## config.mk

```make
export PLATFORM = sky130hd
export DESIGN_NAME = mcs51_intc
export DESIGN_NICKNAME = d
export VERILOG_FILES = /design/src/rtl/mcs51_intc.sv
export SDC_FILE = /design/constraint.sdc
export NUM_CORES = 1
export LEC_CHECK = 0
export BUFFER_PORTS_ARGS = -buffer_cell sky130_fd_sc_hd__buf_4
export CORE_MARGIN = 4
export CORE_UTILIZATION = 37
export DETAILED_ROUTE_END_ITERATION = 8
export GPL_TIMING_DRIVEN = 0
export PLACE_DENSITY_LB_ADDON = 0.15
export SLEW_MARGIN = 10
export SYNTH_ARGS = -nofsm -noshare
export SYNTH_HDL_FRONTEND = slang
export SYNTH_SLANG_ARGS = --single-unit
```

## constraint.sdc

```tcl
create_clock -name clk -period 1.9 [get_ports clk]
set_input_delay 0.19 -clock clk [delete_from_list [all_inputs] [get_ports clk]]
set_output_delay 0.19 -clock clk [all_outputs]
set_load 0.03 [all_outputs]
```

## src/rtl/mcs51_intc.sv

```systemverilog
// MCS-51 style interrupt controller: 5 sources, fixed in-level order, optional
// two-level priority with nesting (define MCS51_INTC_PRIO_EN), reti holdoff.
module mcs51_intc #(
  parameter int HOLDOFF_CYCLES = 1
) (
  input  logic        clk,
  input  logic        reset_n,
  input  logic [4:0]  src_flag,
  input  logic [1:0]  it_mode,
  input  logic [7:0]  ie,
  input  logic [7:0]  ip,
  input  logic        int_ack,
  input  logic        reti_pulse,
  output logic        int_req,
  output logic [15:0] int_vector,
  output logic        int_prio,
  output logic [2:0]  int_src,
  output logic [4:0]  int_clr,
  output logic [1:0]  in_service
);

  localparam logic [1:0] HOLD_LOAD = 2'(HOLDOFF_CYCLES);

  logic [1:0]  hold_cnt;
  logic [1:0]  hold_nxt;
  logic [1:0]  svc_nxt;
  logic [4:0]  elig;
  logic [4:0]  hi_mask;
  logic [4:0]  lo_mask;
  logic        ack_ok;
  logic        win_ok;
  logic        win_prio;
  logic [2:0]  win_src;
  logic        req_nxt;
  logic [4:0]  clr_nxt;

  // Lowest index wins within a level: INT0 > T0 > INT1 > T1 > SER.
  function automatic logic [2:0] pick_first(input logic [4:0] m);
    logic [2:0] idx;
    idx = 3'd0;
    for (int i = 4; i >= 0; i--) begin
      if (m[i]) idx = 3'(i);
    end
    return idx;
  endfunction

  assign elig = {5{ie[7]}} & ie[4:0] & src_flag;

`ifdef MCS51_INTC_PRIO_EN
  assign hi_mask = elig & ip[4:0];
  logic ie_unused;
  assign ie_unused = ^{ie[6:5], ip[7:5]};
`else
  assign hi_mask = 5'b0;
  logic ip_unused;
  assign ip_unused = ^{ie[6:5], ip};
`endif

  assign lo_mask = elig & ~hi_mask;
  assign ack_ok  = int_ack & int_req;

  always_comb begin
    svc_nxt  = in_service;
    hold_nxt = 2'd0;
    win_ok   = 1'b0;
    win_prio = 1'b0;
    win_src  = 3'd0;
    clr_nxt  = 5'b0;

    // RETI releases the most recent level before a same-cycle ack is recorded.
    if (reti_pulse) begin
      if (svc_nxt[1]) svc_nxt[1] = 1'b0;
      else            svc_nxt[0] = 1'b0;
    end
    if (ack_ok) svc_nxt[int_prio] = 1'b1;

    if (reti_pulse)          hold_nxt = HOLD_LOAD;
    else if (hold_cnt != 0)  hold_nxt = hold_cnt - 2'd1;

    if (|hi_mask) begin
      win_src  = pick_first(hi_mask);
      win_prio = 1'b1;
      win_ok   = ~svc_nxt[1];
    end else if (|lo_mask) begin
      win_src  = pick_first(lo_mask);
      win_prio = 1'b0;
      win_ok   = (svc_nxt == 2'b00);
    end

    // Hardware clears edge-latched and timer flags; level INTx and serial stay.
    if (ack_ok) begin
      case (int_src)
        3'd0:    clr_nxt[0] = it_mode[0];
        3'd1:    clr_nxt[1] = 1'b1;
        3'd2:    clr_nxt[2] = it_mode[1];
        3'd3:    clr_nxt[3] = 1'b1;
        default: clr_nxt    = 5'b0;
      endcase
    end
  end

  assign req_nxt = win_ok & ~ack_ok & (hold_nxt == 2'd0);

  always_ff @(posedge clk or negedge reset_n) begin
    if (!reset_n) begin
      int_req    <= 1'b0;
      int_vector <= 16'h0000;
      int_prio   <= 1'b0;
      int_src    <= 3'd0;
      int_clr    <= 5'b0;
      in_service <= 2'b00;
      hold_cnt   <= 2'd0;
    end else begin
      int_req    <= req_nxt;
      int_clr    <= clr_nxt;
      in_service <= svc_nxt;
      hold_cnt   <= hold_nxt;
      if (req_nxt) begin
        int_vector <= {10'b0, win_src, 3'b011};
        int_prio   <= win_prio;
        int_src    <= win_src;
      end
    end
  end

endmodule

```

# Word level (Yosys, flattened, before mapping)
# Cells that the tools add are included.
dict set report totals {
  mem_count 0
  reg_bits 18
  input_bits 27
  out_inout_bits 28
  romBits 0
  latch_bits 0
  elab_cells 38
  ram_bits 0
}
dict set report classes {
  bitwise 6
  shifts 0
  magnitude_cmp 0
  addsub 1
  n_reduce_logical 5
  eq_ne 3
  n_mux 17
  mul 0
  div_mod_pow 0
}
# cell count
set op_table {}
lappend op_table {{3-bit two-way mux} 6}
lappend op_table {{5-bit bitwise AND} 2}
lappend op_table {{1-bit two-way mux} 7}
lappend op_table {{3-bit by 2-bit equality test with 1-bit output (second input constant)} 2}
lappend op_table {{2-bit two-way mux} 3}
lappend op_table {{5-bit OR reduction} 1}
lappend op_table {{2-bit zero test} 2}
lappend op_table {{4-bit two-way mux} 1}
lappend op_table {{1-bit bitwise AND} 3}
lappend op_table {{3-bit by 1-bit equality test with 1-bit output (second input constant)} 1}
lappend op_table {{3-bit zero test} 1}
lappend op_table {{2-bit nonzero test} 1}
lappend op_table {{2-bit by 1-bit subtractor with 2-bit output (second input constant)} 1}
lappend op_table {{1-bit inverter} 1}

# Longest topological paths before layout
# Gate-level depths: netlist of run 1.
dict set report logic_depth {
  word_depth 8
  mapped_depth 4
  ltp_nobuf 4
}

# Worst setup path after synthesis of run 1
# Ideal clock, no wire load.
dict set report synth_timing {
  path_type {reg2reg}
  from {register in_service[1]}
  to {register int_src[0]}
  arrival_time_ns 1.375
  path_stages_with_launch 5
  n_path_buf 0
  setup_time_ns 0.125
  slack_ns 0.400
  synth_period_minus_slack_ns 1.500
  required_time_ns 1.775
  path_cell_list {dfrtp_1 -> nor4_2 -> nand3_2 -> a21o_1 -> mux2_4}
}
dict set report synth_between {
  elab_chain_len 7
}
# element line
set synth_lines {}
lappend synth_lines {{start, declared} 19} ;# output logic [1:0] in_service
lappend synth_lines {{start signal, assigned} 116} ;# in_service <= svc_nxt;
lappend synth_lines {{1-bit two-way mux} 72} ;# if (svc_nxt[1]) svc_nxt[1] = 1'b0;
lappend synth_lines {{2-bit two-way mux *} 71} ;# if (reti_pulse) begin
lappend synth_lines {{1-bit two-way mux} 75} ;# if (ack_ok) svc_nxt[int_prio] = 1'b1;
lappend synth_lines {{2-bit zero test *} 87} ;# win_ok = (svc_nxt == 2'b00);
lappend synth_lines {{1-bit two-way mux *} 84} ;# end else if (|lo_mask) begin
lappend synth_lines {{1-bit bitwise AND * (2 in a row)} 102} ;# assign req_nxt = win_ok & ~ack_ok & (hold_nxt == 2'd0);
lappend synth_lines {{end signal, assigned} 121} ;# int_src <= win_src;
lappend synth_lines {{end, declared} 17} ;# output logic [2:0] int_src,
# Every way passes the cells marked *; elsewhere a longest branch is shown, timed or not.
# A chain may end at the register's enable or synchronous reset.

# Final worst setup path of run 1
dict set report layout_timing {
  from {register hold_cnt[1]}
  to {register int_src[0]}
}
dict set report layout_between {
  elab_chain_len 5
  elab_cells_between_ends 6
  cone_classes {1 x add/sub; 2 x mux; 1 x bitwise; 2 x reduce/logical}
}
# element line
set layout_lines {}
lappend layout_lines {{start, declared} 24} ;# logic [1:0] hold_cnt;
lappend layout_lines {{start signal, assigned} 117} ;# hold_cnt <= hold_nxt;
lappend layout_lines {{2-bit by 1-bit subtractor with 2-bit output / 2-bit nonzero test (equally long branches)} 78} ;# else if (hold_cnt != 0) hold_nxt = hold_cnt - 2'd1;
lappend layout_lines {{2-bit two-way mux *} 78}
lappend layout_lines {{2-bit two-way mux *} 77} ;# if (reti_pulse) hold_nxt = HOLD_LOAD;
lappend layout_lines {{2-bit zero test *} 102}
lappend layout_lines {{1-bit bitwise AND *} 102}
# Marks and branches as above.

==> metrics.md, run 1 <==
| Metric | Value |
|---|---|
| Root Driver | clkbuf_4 |
| Status | finished clean |
| Sequential area share after synthesis | 0.4806 |
| Synth area leader | dfrtp_1 |
| Seq cells post-synth | 13 |
| H-tree levels | 1 |
| DR vias | 550 |
| P&R area growth vs syn | 51.02% |
| Clk_skew | 0.7019 ps |
| Worst r2r path cells | 4 |
| Clock transition at the registers of the reported paths | 70 ps |
| TritonCTS Buffers | 3 |
| Layout cell share with drive strength beyond 1 | 0.4911 |
| Worst EP required | 2060 ps |
| IO Pins | 55 |
| Mapped Area | 676.9 um2 |
| Cells after synthesis | 64 |
| Core Area | 0.001727 mm2 |
| Syn_area_per_cell | 10.58 um2 |
| First-pass DRT Iterations | 4 |
| ANT cells | 0 |
| CTS max path bufs | 2 |
| Max Freq | 0.6708 GHz |
| Die width | 50.77 um |
| Worst path slowest cell | dfrtp_1 |
| Nets | 140 |
| Slowest cell delay on critical path | 400 ps |
| RSZ-0062 raised after global routing | false |
| Global-route wire length before repair | 2.014 mm |
| Post-Place Cell Area | 985.9 um2 |
| Critical path type | register to register |
| DRC | 0 |
| DR WL/cell | 9.577 um |
| Die area | 0.002578 mm2 |
| 1st-iter DRT viols | 1 |
| Post-Route Setup TNS | 0 ps |
| VDD IR max | 0.2670 mV |
| Total grt overflow | 0 |
| GRT Util Overall | 0.1079 |
| Final setup viols | 0 |
| Initial core utilization | 0.3920 |
| Largest net degree at the start of global routing | 14 |
| Tmin final | 1491 ps |
| Routed WL | 1.312 mm |
| CTS Sinks | 13 |
| Yosys warns | 0 |
| Post-CTS Setup Bufs | 0 |
| Final instance area | 0.001022 mm2 |
| Final RePlAce weighted congestion | 0.6883 |
| Initial antenna violation count | 0 |
| Final ANT Viol Nets | 0 |
| Pwr Density | 722.2 mW/mm2 |
| Pins Over Slew Limit | 0 |
| CP Capture Type | register |
| Pleak | 0.5782 nW |
| # Max-Cap Violations | 0 |
| Fillers | 164 |
| Worst path cell trace | nor4_2 -> nand3_2 -> a21o_1 -> mux2_4 |
| Number of enable flip-flop cells after synthesis | 0 |
| Hold path depth | 2 |
| Row count | 15 |
| Worst EP arrival | 1650 ps |
| Final Hold Fails | 0 |
| HP Class | input port to register |
| CTS tree | yes |
| Clk_lat worst skew | 270 ps |
| Vias/cell | 4.015 |
| PortBufs | 31 |
| Top cells by area, synth | dfrtp_1 (48%), buf_4 (19%), nand2_1 (3.3%) |
| Post-synthesis cell type count | 24 |
| Die Ht | 50.77 um |
| Final worst-path cycle share | 0.7846 |
| Most used DFF post-synth | dfrtp_1 |
| Vias in the first global route | 482 |
| Type of origin of the critical path | register |
| Most frequent cells after synthesis | buf_4 (17), dfrtp_1 (13), nand2_1 (6) |
| Synth top area share | 0.4806 |
| Most numerous cell in the Yosys netlist | buf_4 |
| Worst Path Max Fanout | 5 |
| Share of flip-flops with an asynchronous set or reset | 1.000 |
| Post-DP HPWL | 1.090 mm |
[power breakdown]
group / switching (mW) / internal, mW / leakage, nW
sequential: 0.0232 / 0.294 / 0.170
combinational: 0.144 / 0.113 / 0.393
clock: 0.0823 / 0.0812 / 0.0150
[worst paths after layout]
kind / from / end / slack, ps
max reg2reg: hold_cnt[1] / int_src[0] / 410
min in group asynchronous: reset_n / in_service[0] / 290
max: hold_cnt[1] / int_src[0] / 410
min reg2reg: hold_cnt[0] / hold_cnt[0] / 460
min: reti_pulse / in_service[1] / 90
max in group asynchronous: reset_n / int_vector[1] / 1460
[cells by family after synthesis]
kind of cell	share of synthesized area
buffers and inverters	0.2052
muxes	0.02217
other	0.005540
AOI/OAI and AO/OA	0.1238
and+or+nand+nor	0.1627
DFF	0.4806
[state kept, by name, indices dropped and copies added, names as in the netlist]
| register | cells |
|---|---|
| in_service | 2 |
| int_req | 1 |
| hold_cnt | 2 |
| int_vector | 1 |
| int_src | 3 |
| int_clr | 4 |
[metrics by stage]
step	utilization	std cells	worst slack, ps	hold WS [ps]	power [mW]
finish	0.5920	137	409.3	87.25	0.7383
global route	0.5920	137	343.5	65.22	0.7840
CTS	0.5920	137	386.9	76.10	0.7492
detailed placement	0.5710	132	405.3	38.50	0.5800
global placement	0.5710	132	413.2	38.64	0.5773
floorplan	-	76	399.6	-105.6	0.4858
[worst max-delay path, delay by kind of cell (launching register included)]
kind	cells	cell delay, ps
compound gates	1	210
simple gates	2	470
flops	1	400
mux	1	290
[routing by layer]
metal,share of wire,global-route usage,vias up
met1,0.41,0.1220,237
li1,-,-,288
met5,0,0,-
met3,0.10,0.03561,0
met2,0.49,0.1609,25
met4,0,0.09417,0
[layout by cell type (no fill, tap or decap), types with 2 or more instances in the layout]
cell type	netlist	layout
nand2_1	6	6
clkbuf_4	0	3
dfrtp_1	13	13
o21ai_0	3	3
buf_4	17	48
conb_1	1	13
nor2_1	3	3
inv_1	3	3
and3_1	2	2
[area by class of cell]
type / instances / area (um2) / area share
Sequential cell: 13 / 325.3 / 0.3182
Multi-Input combinational cell: 43 / 257.7 / 0.2521
Timing Repair Buffer: 32 / 242.7 / 0.2375
Buffer: 17 / 127.6 / 0.1248
Tap cell: 25 / 31.28 / 0.03060
Clock buffer: 4 / 26.28 / 0.02570
Inverter: 3 / 11.26 / 0.01102
[timing repair]
action | CTS | global route
hold buffers | 1 | 0
gates resized for setup | 0 | 0
hold endpoints to repair | 13 | 0
No activity file was read; power rests on OpenSTA's default activity.
==> run 2, diff against run 1 <==
Clock period 1.9 ns to 1.4 ns, I/O delays scaled along.
==> metrics.md, run 2 (synthesis gave the netlist of run 1 again) <==
| Metric | Value |
|---|---|
| Status | finished clean (unchanged) |
| ANT cells | 0 (unchanged) |
| Hold endpoint | in_service[1] (unchanged) |
| Core Area | 0.001727 mm2 (unchanged) |
| Initial core utilization | 0.3920 (unchanged) |
| Hold Slack | 57.87 ps (was 87.25 ps) |
| HP Class | input port to register (unchanged) |
| Clk_skew | 2.666 ps (was 0.7019 ps) |
| H-tree levels | 1 (unchanged) |
| Type of origin of the critical path | register (unchanged) |
| CP Capture Type | register (unchanged) |
| Worst EP arrival | 1540 ps (was 1650 ps) |
| Tmin final | 1385 ps (was 1491 ps) |
| Root Driver | clkbuf_4 (unchanged) |
| CTS tree | yes (unchanged) |
| Layout cell share with drive strength beyond 1 | 0.5088 (was 0.4911) |
| # Max-Cap Violations | 0 (unchanged) |
| Flip-flop count of the largest register after layout | 4 (unchanged) |
| First-pass DRT Iterations | 4 (unchanged) |
| Vias in the first global route | 535 (was 482) |
| Final RePlAce weighted congestion | 0.7233 (was 0.6883) |
| Final instance area | 0.001047 mm2 (was 0.001022 mm2) |
| TritonCTS Buffers | 3 (unchanged) |
| Final worst-path cycle share | 0.9891 (was 0.7846) |
| Pins Over Slew Limit | 0 (unchanged) |
| Hold path startpoint | reti_pulse (unchanged) |
| Most common cell after layout, fill and taps aside | buf_4 (unchanged) |
| Worst r2r path cells | 4 (unchanged) |
| CTS Sinks | 13 (unchanged) |
| Worst Path Max Fanout | 3 (was 5) |
| Clock transition at the registers of the reported paths | 80 ps (was 70 ps) |
| Final setup viols | 0 (unchanged) |
| Post-Route Setup TNS | 0 ps (unchanged) |
| DRC | 0 (unchanged) |
| Pwr Total | 1.010 mW (was 0.7383 mW) |
| CTS max path bufs | 2 (unchanged) |
| Commonest cells after routing, fill and taps aside | buf_4 (50), conb_1 (13), dfrtp_1 (12), nand2_1 (6) (was buf_4 (48), conb_1 (13), dfrtp_1 (13), nand2_1 (6)) |
| Routed WL | 1.410 mm (was 1.312 mm) |
| Clk_lat worst skew | 270 ps (about the same) |
| Die width | 50.77 um (unchanged) |
| Pleak | 0.5891 nW (was 0.5782 nW) |
| Final core occ | 0.6065 (was 0.5920) |
| Pwr Density | 964.9 mW/mm2 (was 722.2 mW/mm2) |
| P&R area growth vs syn | 54.71% (was 51.02%) |
| Reg2reg end | int_src[0] (unchanged) |
| Origin of the critical flop-to-flop path | hold_cnt[1] (unchanged) |
| Largest register by flop count | int_clr (unchanged) |
| IO Pins | 55 (unchanged) |
| Die area | 0.002578 mm2 (unchanged) |
| DR vias | 565 (was 550) |
| GRT Util Overall | 0.1158 (was 0.1079) |
| 1st-iter DRT viols | 8 (was 1) |
| Critical path type | register to register (unchanged) |
| Row count | 15 (unchanged) |
| RSZ-0062 raised after global routing | true (was false) |
| PortBufs | 31 (unchanged) |
| Largest registers | int_clr (4), int_src (3) (unchanged) |
| Initial antenna violation count | 0 (unchanged) |
| Total grt overflow | 0 (unchanged) |
| Final Hold Fails | 0 (unchanged) |
| Die Ht | 50.77 um (unchanged) |
| Hold path depth | 2 (unchanged) |
| DR WL/cell | 10.14 um (was 9.577 um) |
| Worst EP required | 1550 ps (was 2060 ps) |
| Largest net degree at the start of global routing | 14 (unchanged) |
| Post-Place Cell Area | 987.2 um2 (was 985.9 um2) |
| Vias/cell | 4.065 (was 4.015) |
| VDD IR max | 0.5388 mV (was 0.2670 mV) |
| Global-route wire length before repair | 2.228 mm (was 2.014 mm) |
| R2R Setup Slk | 20 ps (was 410 ps) |
| Final ANT Viol Nets | 0 (unchanged) |
| Nets | 142 (was 140) |
| Max Freq | 0.7221 GHz (was 0.6708 GHz) |
| Fillers | 165 (was 164) |
-- run 2: area by class of cell --
class / count / area, um2 / share of cell area
Buffer: 17 / 127.6 / 0.1219
Clock buffer: 4 / 26.28 / 0.02509
Inverter: 3 / 11.26 / 0.01075
Multi-Input combinational cell: 43 / 266.5 / 0.2545
Sequential cell: 13 / 326.6 / 0.3118
Tap cell: 25 / 31.28 / 0.02987
Timing Repair Buffer: 34 / 257.7 / 0.2461
-- run 2: layer usage --
metal  wire length [um]  track usage  share of wire
met5                  0            0              0
met4                  0      0.08072              0
met3                151      0.04154           0.11
met2                681       0.1804           0.48
met1                577       0.1305           0.41
-- run 2: critical path, stage by stage (launching register included) --
cell     delay (ps)
dfrtp_1         410
nor4_4          260
nand3_2         110
a21o_1          200
mux2_4          300
-- run 2: per-stage QoR --
stage / std cells / setup slack, ps
after floorplan: 76 / -57.64
after global placement: 132 / -78.37
after global routing: 139 / -25.95
after detailed placement: 132 / -66.83
after CTS: 139 / 3.344
final: 139 / 15.22
-- run 2: how the worst max path moves through the flow --
stage	slack, ps	to	from	cells after the start
after CTS	3	int_src[0]	hold_cnt[1]	4
after detailed placement	-70	int_src[0]	hold_cnt[1]	4
after global placement	-80	int_src[0]	hold_cnt[1]	4
after global routing	-30	int_src[0]	hold_cnt[1]	4
final	20	int_src[0]	hold_cnt[1]	4
after floorplan	-60	int_src[0]	in_service[1]	4
-- run 2: timing repair --
| action | in CTS | in global routing |
|---|---|---|
| buffers inserted | 2 | 0 |
| resized for setup | 1 | 0 |
| endpoints found under the setup margin | 1 | 1 |
| endpoints found under the hold margin | 13 | 0 |
| pin swaps | 2 | 1 |
| gates cloned | 0 | 0 |
| hold buffers | 1 | 0 |
-- run 2: power by group --
group          switching, mW  leakage (nW)  internal (mW)  total, mW
combinational          0.198         0.406          0.158      0.356
clock                  0.113        0.0150          0.110      0.223
sequential            0.0323         0.168          0.399      0.432
